File: src/rtl/alu_word_sequencer_pkg.sv
// Shared op codes, sequencer state encodings and helpers for alu_word_sequencer.
// Optional decimal support is enabled by defining ALU_SEQ_DECIMAL_EN.
package alu_word_sequencer_pkg;

   localparam logic [2:0] kALU_ORA  = 3'd0;
   localparam logic [2:0] kALU_AND  = 3'd1;
   localparam logic [2:0] kALU_EOR  = 3'd2;
   localparam logic [2:0] kALU_ADC  = 3'd3;
   localparam logic [2:0] kALU_SHL  = 3'd4;
   localparam logic [2:0] kALU_SHR  = 3'd5;
   localparam logic [2:0] kALU_ASR  = 3'd6;
   localparam logic [2:0] kALU_ORA2 = 3'd7;

   localparam logic [1:0] kSEQ_IDLE = 2'd0;
   localparam logic [1:0] kSEQ_P1   = 2'd1;
   localparam logic [1:0] kSEQ_P2   = 2'd2;
   localparam logic [1:0] kSEQ_DONE = 2'd3;

   // Right shifts must process the high byte first so its low bit can feed the low byte.
   function automatic logic isRightShift(input logic [2:0] op);
      return (op == kALU_SHR) || (op == kALU_ASR);
   endfunction

endpackage

File: src/rtl/alu_word_sequencer_alu_unit.sv
// alu_unit: 8-bit combinational ALU with logic ops, shifts and binary/BCD add.
module alu_unit
   import alu_word_sequencer_pkg::*;
(
   input  logic [2:0] op_i,
   input  logic [7:0] a_i,
   input  logic [7:0] b_i,
   input  logic       c_i,
   input  logic       dec_add_i,
   input  logic       dec_sub_i,
   output logic [7:0] y_o,
   output logic       c_o,
   output logic       v_o
);

   logic [8:0] sum;
   logic [4:0] lo;
   logic [4:0] hi;
   logic       loCarry;

   assign sum = {1'b0, a_i} + {1'b0, b_i} + {8'd0, c_i};

   // Logic ops report the adder carry, matching the original datapath's default.
   always_comb begin
      y_o     = sum[7:0];
      c_o     = sum[8];
      v_o     = (a_i[7] == b_i[7]) && (sum[7] != a_i[7]);
      lo      = {1'b0, a_i[3:0]} + {1'b0, b_i[3:0]} + {4'd0, c_i};
      hi      = 5'd0;
      loCarry = 1'b0;
      case (op_i)
         kALU_ORA, kALU_ORA2: y_o = a_i | b_i;
         kALU_AND:            y_o = a_i & b_i;
         kALU_EOR:            y_o = a_i ^ b_i;
         kALU_ADC: begin
            if (dec_add_i) begin
               if (lo > 5'd9) lo = lo + 5'd6;
               hi = {1'b0, a_i[7:4]} + {1'b0, b_i[7:4]} + {4'd0, lo[4]};
               if (hi > 5'd9) hi = hi + 5'd6;
               y_o = {hi[3:0], lo[3:0]};
               c_o = hi[4];
            end else if (dec_sub_i) begin
               loCarry = lo[4];
               if (!loCarry) lo = lo - 5'd6;
               hi = {1'b0, a_i[7:4]} + {1'b0, b_i[7:4]} + {4'd0, loCarry};
               c_o = hi[4];
               if (!hi[4]) hi = hi - 5'd6;
               y_o = {hi[3:0], lo[3:0]};
            end
         end
         kALU_SHL: begin
            y_o = {a_i[6:0], c_i};
            c_o = a_i[7];
            v_o = 1'b0;
         end
         kALU_SHR: begin
            y_o = {c_i, a_i[7:1]};
            c_o = a_i[0];
            v_o = 1'b0;
         end
         kALU_ASR: begin
            y_o = {a_i[7], a_i[7:1]};
            c_o = a_i[0];
            v_o = 1'b0;
         end
         default: ;
      endcase
   end

endmodule

File: src/rtl/alu_word_sequencer.sv
// alu_word_sequencer: runs 8/16-bit ALU ops as byte passes through one alu_unit.
// Define ALU_SEQ_DECIMAL_EN to honour req_dec (BCD add/subtract).
module alu_word_sequencer
   import alu_word_sequencer_pkg::*;
(
   input  logic        clk,
   input  logic        reset,
   input  logic        req_valid,
   output logic        req_ready,
   input  logic [2:0]  req_op,
   input  logic        req_word,
   input  logic [15:0] req_a,
   input  logic [15:0] req_b,
   input  logic        req_c,
   input  logic        req_sub,
   input  logic        req_dec,
   output logic        rsp_valid,
   input  logic        rsp_ready,
   output logic [15:0] rsp_y,
   output logic        rsp_n,
   output logic        rsp_z,
   output logic        rsp_c,
   output logic        rsp_v
);

   logic [1:0]  state_q, state_d;
   logic [2:0]  op_q;
   logic        word_q, c_q, sub_q;
   logic [15:0] a_q, b_q;
   logic [7:0]  first_q;
   logic        carry_q;
   logic [15:0] y_q;
   logic        n_q, z_q, cf_q, v_q;

   logic        accept, hiFirst, passHi, lastPass;
   logic [7:0]  aByte, bRaw, bByte, aluY;
   logic [2:0]  aluOp;
   logic        aluC, aluCOut, aluV, decAdd, decSub;
   logic [15:0] resWord;

   assign accept    = req_valid & req_ready;
   assign req_ready = (state_q == kSEQ_IDLE);
   assign rsp_valid = (state_q == kSEQ_DONE);
   assign rsp_y     = y_q;
   assign rsp_n     = n_q;
   assign rsp_z     = z_q;
   assign rsp_c     = cf_q;
   assign rsp_v     = v_q;

`ifdef ALU_SEQ_DECIMAL_EN
   logic dec_q;
   always_ff @(posedge clk) begin
      if (reset)       dec_q <= 1'b0;
      else if (accept) dec_q <= req_dec;
   end
   assign decAdd = dec_q & ~sub_q;
   assign decSub = dec_q & sub_q;
`else
   logic unusedDec;
   assign unusedDec = req_dec;
   assign decAdd    = 1'b0;
   assign decSub    = 1'b0;
`endif

   // Byte-select mux: right-shift words go high byte first, with the low pass forced to SHR.
   assign hiFirst  = word_q & isRightShift(op_q);
   assign passHi   = (state_q == kSEQ_P1) ? hiFirst : ~hiFirst;
   assign aByte    = passHi ? a_q[15:8] : a_q[7:0];
   assign bRaw     = passHi ? b_q[15:8] : b_q[7:0];
   assign bByte    = (sub_q && op_q == kALU_ADC) ? ~bRaw : bRaw;
   assign aluOp    = (state_q == kSEQ_P2 && hiFirst) ? kALU_SHR : op_q;
   assign aluC     = (state_q == kSEQ_P1) ? c_q : carry_q;
   assign lastPass = (state_q == kSEQ_P2) || (state_q == kSEQ_P1 && !word_q);
   assign resWord  = !word_q ? {8'h00, aluY} : (hiFirst ? {first_q, aluY} : {aluY, first_q});

   alu_unit uAlu (
      .op_i      (aluOp),
      .a_i       (aByte),
      .b_i       (bByte),
      .c_i       (aluC),
      .dec_add_i (decAdd),
      .dec_sub_i (decSub),
      .y_o       (aluY),
      .c_o       (aluCOut),
      .v_o       (aluV)
   );

   always_comb begin
      state_d = state_q;
      case (state_q)
         kSEQ_IDLE: if (req_valid) state_d = kSEQ_P1;
         kSEQ_P1:   state_d = word_q ? kSEQ_P2 : kSEQ_DONE;
         kSEQ_P2:   state_d = kSEQ_DONE;
         kSEQ_DONE: if (rsp_ready) state_d = kSEQ_IDLE;
         default:   state_d = kSEQ_IDLE;
      endcase
   end

   // Response registers only change on the final pass, so DONE holds them stable.
   always_ff @(posedge clk) begin
      if (reset) begin
         state_q <= kSEQ_IDLE;
         op_q    <= kALU_ORA;
         word_q  <= 1'b0;
         a_q     <= 16'h0000;
         b_q     <= 16'h0000;
         c_q     <= 1'b0;
         sub_q   <= 1'b0;
         first_q <= 8'h00;
         carry_q <= 1'b0;
         y_q     <= 16'h0000;
         n_q     <= 1'b0;
         z_q     <= 1'b0;
         cf_q    <= 1'b0;
         v_q     <= 1'b0;
      end else begin
         state_q <= state_d;
         if (accept) begin
            op_q   <= req_op;
            word_q <= req_word;
            a_q    <= req_a;
            b_q    <= req_b;
            c_q    <= req_c;
            sub_q  <= req_sub;
         end
         if (state_q == kSEQ_P1 || state_q == kSEQ_P2) begin
            first_q <= aluY;
            carry_q <= aluCOut;
         end
         if (lastPass) begin
            y_q  <= resWord;
            n_q  <= word_q ? resWord[15] : resWord[7];
            z_q  <= (resWord == 16'h0000);
            cf_q <= aluCOut;
            v_q  <= (op_q == kALU_ADC) ? aluV : 1'b0;
         end
      end
   end

endmodule

File: config.mk
export PLATFORM = sky130hd
export DESIGN_NAME = alu_word_sequencer
export DESIGN_NICKNAME = d
export VERILOG_FILES = /design/src/rtl/alu_word_sequencer_pkg.sv /design/src/rtl/alu_word_sequencer_alu_unit.sv /design/src/rtl/alu_word_sequencer.sv
export SDC_FILE = /design/constraint.sdc
export NUM_CORES = 1
export LEC_CHECK = 0
export ABC_AREA = 1
export CORE_UTILIZATION = 36
export DETAILED_ROUTE_END_ITERATION = 10
export PLACE_DENSITY_LB_ADDON = 0.12
export REMOVE_ABC_BUFFERS = 1
export SLEW_MARGIN = 20
export SYNTH_ARGS = -nofsm -noshare
export SYNTH_HDL_FRONTEND = slang
export SYNTH_SLANG_ARGS = --single-unit
export TNS_END_PERCENT = 100
File: constraint.sdc
create_clock -name clk -period 3.9 [get_ports clk]
set_input_delay 0.585 -clock clk [delete_from_list [all_inputs] [get_ports clk]]
set_output_delay 0.585 -clock clk [all_outputs]
set_load 0.02 [all_outputs]
* After elaboration in Yosys (flattened, before gate mapping)
Index checks and enable logic that the tools add are counted.
** Word-level totals
- Bits in registers :: 69
- Logic and storage cells :: 72
- Bits in latches :: 0
- Bits in writable memories :: 0
- Bits in read-only memories :: 0
- Memories kept :: 0
** Cells by class
- Reductions and logical operators :: 15
- Shift-type cells :: 0
- $lt $le $gt $ge :: 0
- Multiply operators :: 0
- Divide/modulo/power cells :: 0
- Equality and inequality tests :: 17
- Add/subtract/negate cells :: 2
- Multiplexer cells :: 17
- Bitwise logic cells :: 7
** Operators with widths (count)
- $pmux 8 s7 :: 1
- $mux 16 :: 2
- $mux 8 :: 3
- $eq 3x3->1 const B :: 6
- $logic_not 16->1 :: 1
- $add 8x8->9 :: 1
- $add 9x1->9 :: 1
- $eq 3x2->1 const B :: 3
- $and 8x8->8 :: 1
- $not 8->8 :: 1
- $or 8x8->8 :: 1
- $pmux 2 s4 :: 1
- $xor 8x8->8 :: 1
- $mux 1 :: 6
- $eq 2x2->1 const B :: 2
- $logic_and 1x1->1 :: 4
- $mux 2 :: 2
- $reduce_or 2->1 :: 2
- $eq 3x1->1 const B :: 1
- $logic_not 3->1 :: 1
- $logic_or 1x1->1 :: 3
- $mux 3 :: 1
- $reduce_or 3->1 :: 1
- $and 1x1->1 :: 2
- 10 further kinds :: 10

* Depth between registers and ports, before layout
- Depth after elaboration :: 14
- Depth in mapped cells :: 27

* Cells and area by module
From an unflattened synthesis, not the netlist that was laid out.
** Second synthesis, totals
- Cell total of the unflattened synthesis :: 732
- Area, all modules :: 4958.5 um2
** By module, submodules not included
- alu_word_sequencer :: times used 1, area an instance 3170.5 um2, cells an instance 432
- alu_unit :: times used 1, area an instance 1788.0 um2, cells an instance 300

* Worst setup path after synthesis
No wires, ideal clock.
- Path kind :: flip-flop to flip-flop
- Start point :: register state_q[1]
- End point :: register z_q, in the netlist rsp_z
- Setup time :: 71 ps
- Period minus slack after synthesis :: 3305 ps
- Data required time :: 3829 ps
- Buffers on the path :: 1
- Slack :: 595 ps
- Arrival time :: 3234 ps
- Stages on the path, launching flop included :: 26
- Cell sequence :: dfxtp_1 -> inv_1 -> ha_1 -> inv_1 -> nand2_1 -> nand2_2 -> buf_8 -> mux2i_1 -> xor2_1 -> inv_1 -> fa_1 -> inv_1 -> fa_1 -> inv_1 -> or2_2 -> nand3_1 -> nand2_1 -> nor2_1 -> nand4_1 -> nand2_1 -> nand2_1 -> nor2_1 -> nand2_1 -> nor2_1 -> nand3_1 -> a21oi_1
** On the way
- Word-level cells in the longest chain between the ends :: 11
- Elaborated cells on any way between the ends :: 30
- Those cells by class :: add/sub (2); eq/ne (9); mux (9); bitwise (4); reduce/logical (6)
** Ends and longest elaborated chain
- start, declared :: line alu_word_sequencer.sv:26 : logic [1:0] state_q, state_d;
- start signal, assigned :: line alu_word_sequencer.sv:102 : state_q <= kSEQ_IDLE;
- start signal, assigned :: line alu_word_sequencer.sv:117 : state_q <= state_d;
- $eq 2x1->1 :: line alu_word_sequencer.sv:67, alu_word_sequencer.sv:72, alu_word_sequencer.sv:73
- $mux 1 :: line alu_word_sequencer.sv:67 : assign passHi = (state_q == kSEQ_P1) ? hiFirst : ~hiFirst;
- $mux 8 :: line alu_word_sequencer.sv:69 : assign bRaw = passHi ? b_q[15:8] : b_q[7:0];
- $not 8->8 :: line alu_word_sequencer.sv:70 : assign bByte = (sub_q && op_q == kALU_ADC) ? ~bRaw : bRaw;
- $mux 8 :: line alu_word_sequencer.sv:70
- $add 8x8->9 :: line alu_word_sequencer_alu_unit.sv:21 : assign sum = {1'b0, a_i} + {1'b0, b_i} + {8'd0, c_i};
- $add 9x1->9 :: line alu_word_sequencer_alu_unit.sv:21
- $pmux 8 s7 :: line alu_word_sequencer_alu_unit.sv:31 : case (op_i)
- $mux 16 (2 in series) :: line alu_word_sequencer.sv:74 : assign resWord = !word_q ? {8'h00, aluY} : (hiFirst ? {first_q, aluY} : {aluY, first_q});
- $logic_not 16->1 :: line alu_word_sequencer.sv:133 : z_q <= (resWord == 16'h0000);
- end signal, assigned :: line alu_word_sequencer.sv:133
- end, declared :: line alu_word_sequencer.sv:33 : logic n_q, z_q, cf_q, v_q;
Several ways; a longest one is shown, not always the timed one.
A chain may end at the register's enable or synchronous reset.

* Worst setup path in the final report
Same ends and word-level chain as after synthesis.

==> run summary <==
Layout Utilization - 48.5%
Synth top area share - 33.6%
Diodes inserted - 0
Setup violations, final - 0
Post-Synthesis Cell Area - 4110 um2
Reg-to-reg endpoint - rsp_z$_SDFFE_PP0P_
Primary FF master, synth - dfxtp_1
Layout cell share with drive strength beyond 1 - 10.9%
CORE AREA - 11000 um2
P&R area growth vs syn - 29.5%
DRC Markers - 0
Slew headroom - 43.2%
Final cell count without fillers - 820
CP max FO - 4
Max H-tree Level - 3
Clk Tree Root Cell - clkbuf_16
Buffers added on ports - 63
Max-cap violations - 0
Rows - 38
Syn Area/Cell - 6.78 um2
Initial Util - 37.4%
Setup_tns - 0 ns
Vias in the first global route - 3646
Worst VDD drop - 0.000365 V
Final Slew Violations - 0
First-pass GRT wire length - 18.0 mm
WP data arrival - 3.89 ns
Die height - 109 um
Initial drt markers - 161
Clk Latency, worst-skew pair - 0.33 ns
Hold Crit Class - reg -> reg
Count leader, synth - nand2_1
CTS tree - done
Total Wirelength - 11.1 mm
Yosys warns - 0
HP Start - a_q[5]$_SDFFE_PP0P_
CP Capture Type - register
Vias post-DR - 3983
Final Instance Area - 5320 um2
Hold buffer count at CTS - 0
Num CTS Buffers - 9
Worst Path Required - 4.16 ns
Post-synth EDFFs - 0
Tcrit/Tclk final - 93.1%
Critical path class - reg -> reg
Cell count after synthesis - 606
Power per cell area - 827 nW/um2
Clock sinks - 69
Sequential-to-total area share from yosys stat - 33.6%
Synth top cells by count - 101 x nand2_1, 84 x inv_1, 72 x nor2_1, 69 x dfxtp_1, 69 x o21ai_0
Least-Margin Pin Slew - 0.852 ns
Clk_skew - 0.00519 ns
Leakage dissipation - 2.49 nW
Fmax - 275 MHz
Hold path cells - 2
Gpl congestion - 0.846
Detailed placer's ending HPWL - 8.35 mm
Global route overflow - 0
# IOs - 65
Wire per inst - 13.5 um
Share of flip-flops with an asynchronous set or reset - 0%
Final hold vios - 0
Crit path time final - 3.63 ns
Largest net degree at the start of global routing - 34
Initial antenna violation count - 0
Tot GR Track Use - 20.1%
Fill cell count - 1129
Layout net count - 740
Routed Antenna Nets - 0
Internal reg-to-reg setup slack - 0.27 ns
Seq cells post-synth - 69
Max clock buf depth - 2
Overall power - 0.00440 W
Hold Path End - a_q[5]$_SDFFE_PP0P_
R2R Path Start - state_q[1]$_SDFFE_PP0P_
Die area - 11800 um2
FF-to-FF path depth - 24
Unique masters post-synth - 39
Vias/cell - 4.86
Clock-pin transition on the worst setup and hold timing paths - 0.06 ns
Router iterations before antenna repair - 4
Placed insts - 802
Status - finished clean
Synth area leader - dfxtp_1
Area post-placement - 4940 um2
Startpoint Class - register
Area contributors post-synth - dfxtp_1 34%, nand2_1 9.2%, o21ai_0 8.4%
Die Wd - 109 um
==> area by class of cell <==
cell class	instances	area, um2	area share (%)
Inverter	89	334	6.28
Clock buffer	10	229	4.30
Multi-Input combinational cell	422	2330	43.7
Tap cell	140	175	3.29
Sequential cell	69	1380	26.0
Clock inverter	6	86.3	1.62
Timing Repair Buffer	84	788	14.8
==> worst max-delay path by stage <==
stage                                  from            endpoint  slack, ns
floorplan              op_q[0]$_SDFFE_PP0P_  rsp_z$_SDFFE_PP0P_       0.43
finish              state_q[1]$_SDFFE_PP0P_  rsp_z$_SDFFE_PP0P_       0.27
global placement    state_q[1]$_SDFFE_PP0P_  rsp_z$_SDFFE_PP0P_       0.19
CTS                 state_q[1]$_SDFFE_PP0P_  rsp_z$_SDFFE_PP0P_       0.07
global route        state_q[1]$_SDFFE_PP0P_  rsp_z$_SDFFE_PP0P_      -0.04
detailed placement  state_q[1]$_SDFFE_PP0P_  rsp_z$_SDFFE_PP0P_       0.08
==> cell usage in the layout, fill, tap and decap left out, drive strengths merged, types with 3 or more instances in the layout <==
master and count:
nand2 110, inv 89, nor2 73, o21ai 71
dfxtp 69, clkdlybuf4s50 63, nand3 47, a21oi 40
buf 21, ha 20, nand4 10, clkbuf 10
or2 9, o21bai 7, mux2i 7, xor2 7
o211ai 5, clkinv 3
==> sequential cells by signal, summed over array words and instances, names as in the netlist <==
signal / flops
a_q: 16
b_q: 16
c_q: 1
carry_q: 1
first_q: 8
op_q: 3
rsp_c: 1
rsp_n: 1
rsp_v: 1
rsp_y: 16
rsp_z: 1
state_q: 2
sub_q: 1
word_q: 1
==> per-layer routing <==
metal  share of wire, %  global-route usage (%)
met5                  0                       0
met4                1.6                    7.63
met3                4.8                    3.89
met2                 44                    31.6
met1                 50                    27.1
==> power by group <==
group          switching, W  total, W  internal [W]
Clock              0.000310  0.000870      0.000560
Sequential         0.000107   0.00103      0.000921
Combinational       0.00155   0.00251      0.000951
==> worst max-delay path: stages, from the launching register on <==
cell	delay [ns]
dfxtp_1	0.36
inv_1	0.09
ha_2	0.21
inv_1	0.10
nand2_2	0.09
nand2_4	0.11
mux2i_2	0.23
xor2_1	0.14
inv_1	0.13
fa_2	0.22
inv_1	0.05
fa_1	0.36
inv_1	0.09
nand3_1	0.10
nand2_1	0.08
nand2_1	0.08
a21oi_2	0.18
nand2_1	0.09
nand2_1	0.07
o21ai_1	0.06
nor2_1	0.21
o2111ai_1	0.17
nor2_1	0.14
nand3_1	0.08
a21oi_1	0.11
==> timing repair <==
| action | 4_1_cts | 5_1_grt |
|---|---|---|
| resized for setup | 0 | 13 |
| hold endpoints to repair | 0 | 0 |
| setup buffers | 0 | 2 |
| endpoints found under the setup margin | 0 | 11 |
==> per-stage QoR <==
step	worst slack, ns	hold slack, ns
final	0.269	0.452
after global routing	-0.0368	0.476
after CTS	0.0691	0.457
after detailed placement	0.0811	0.449
after global placement	0.195	0.442
after floorplan	0.431	0.427
==> cell families after synthesis <==
family	after synthesis	share of synthesized area, %
simple gates	253	27.5
compound gates	131	17.2
buf+inv	115	11.0
flops	69	33.6
fa+ha+maj	22	7.06
xor+xnor	9	1.92
mux	7	1.71
Power figures use the tool's default switching activity.
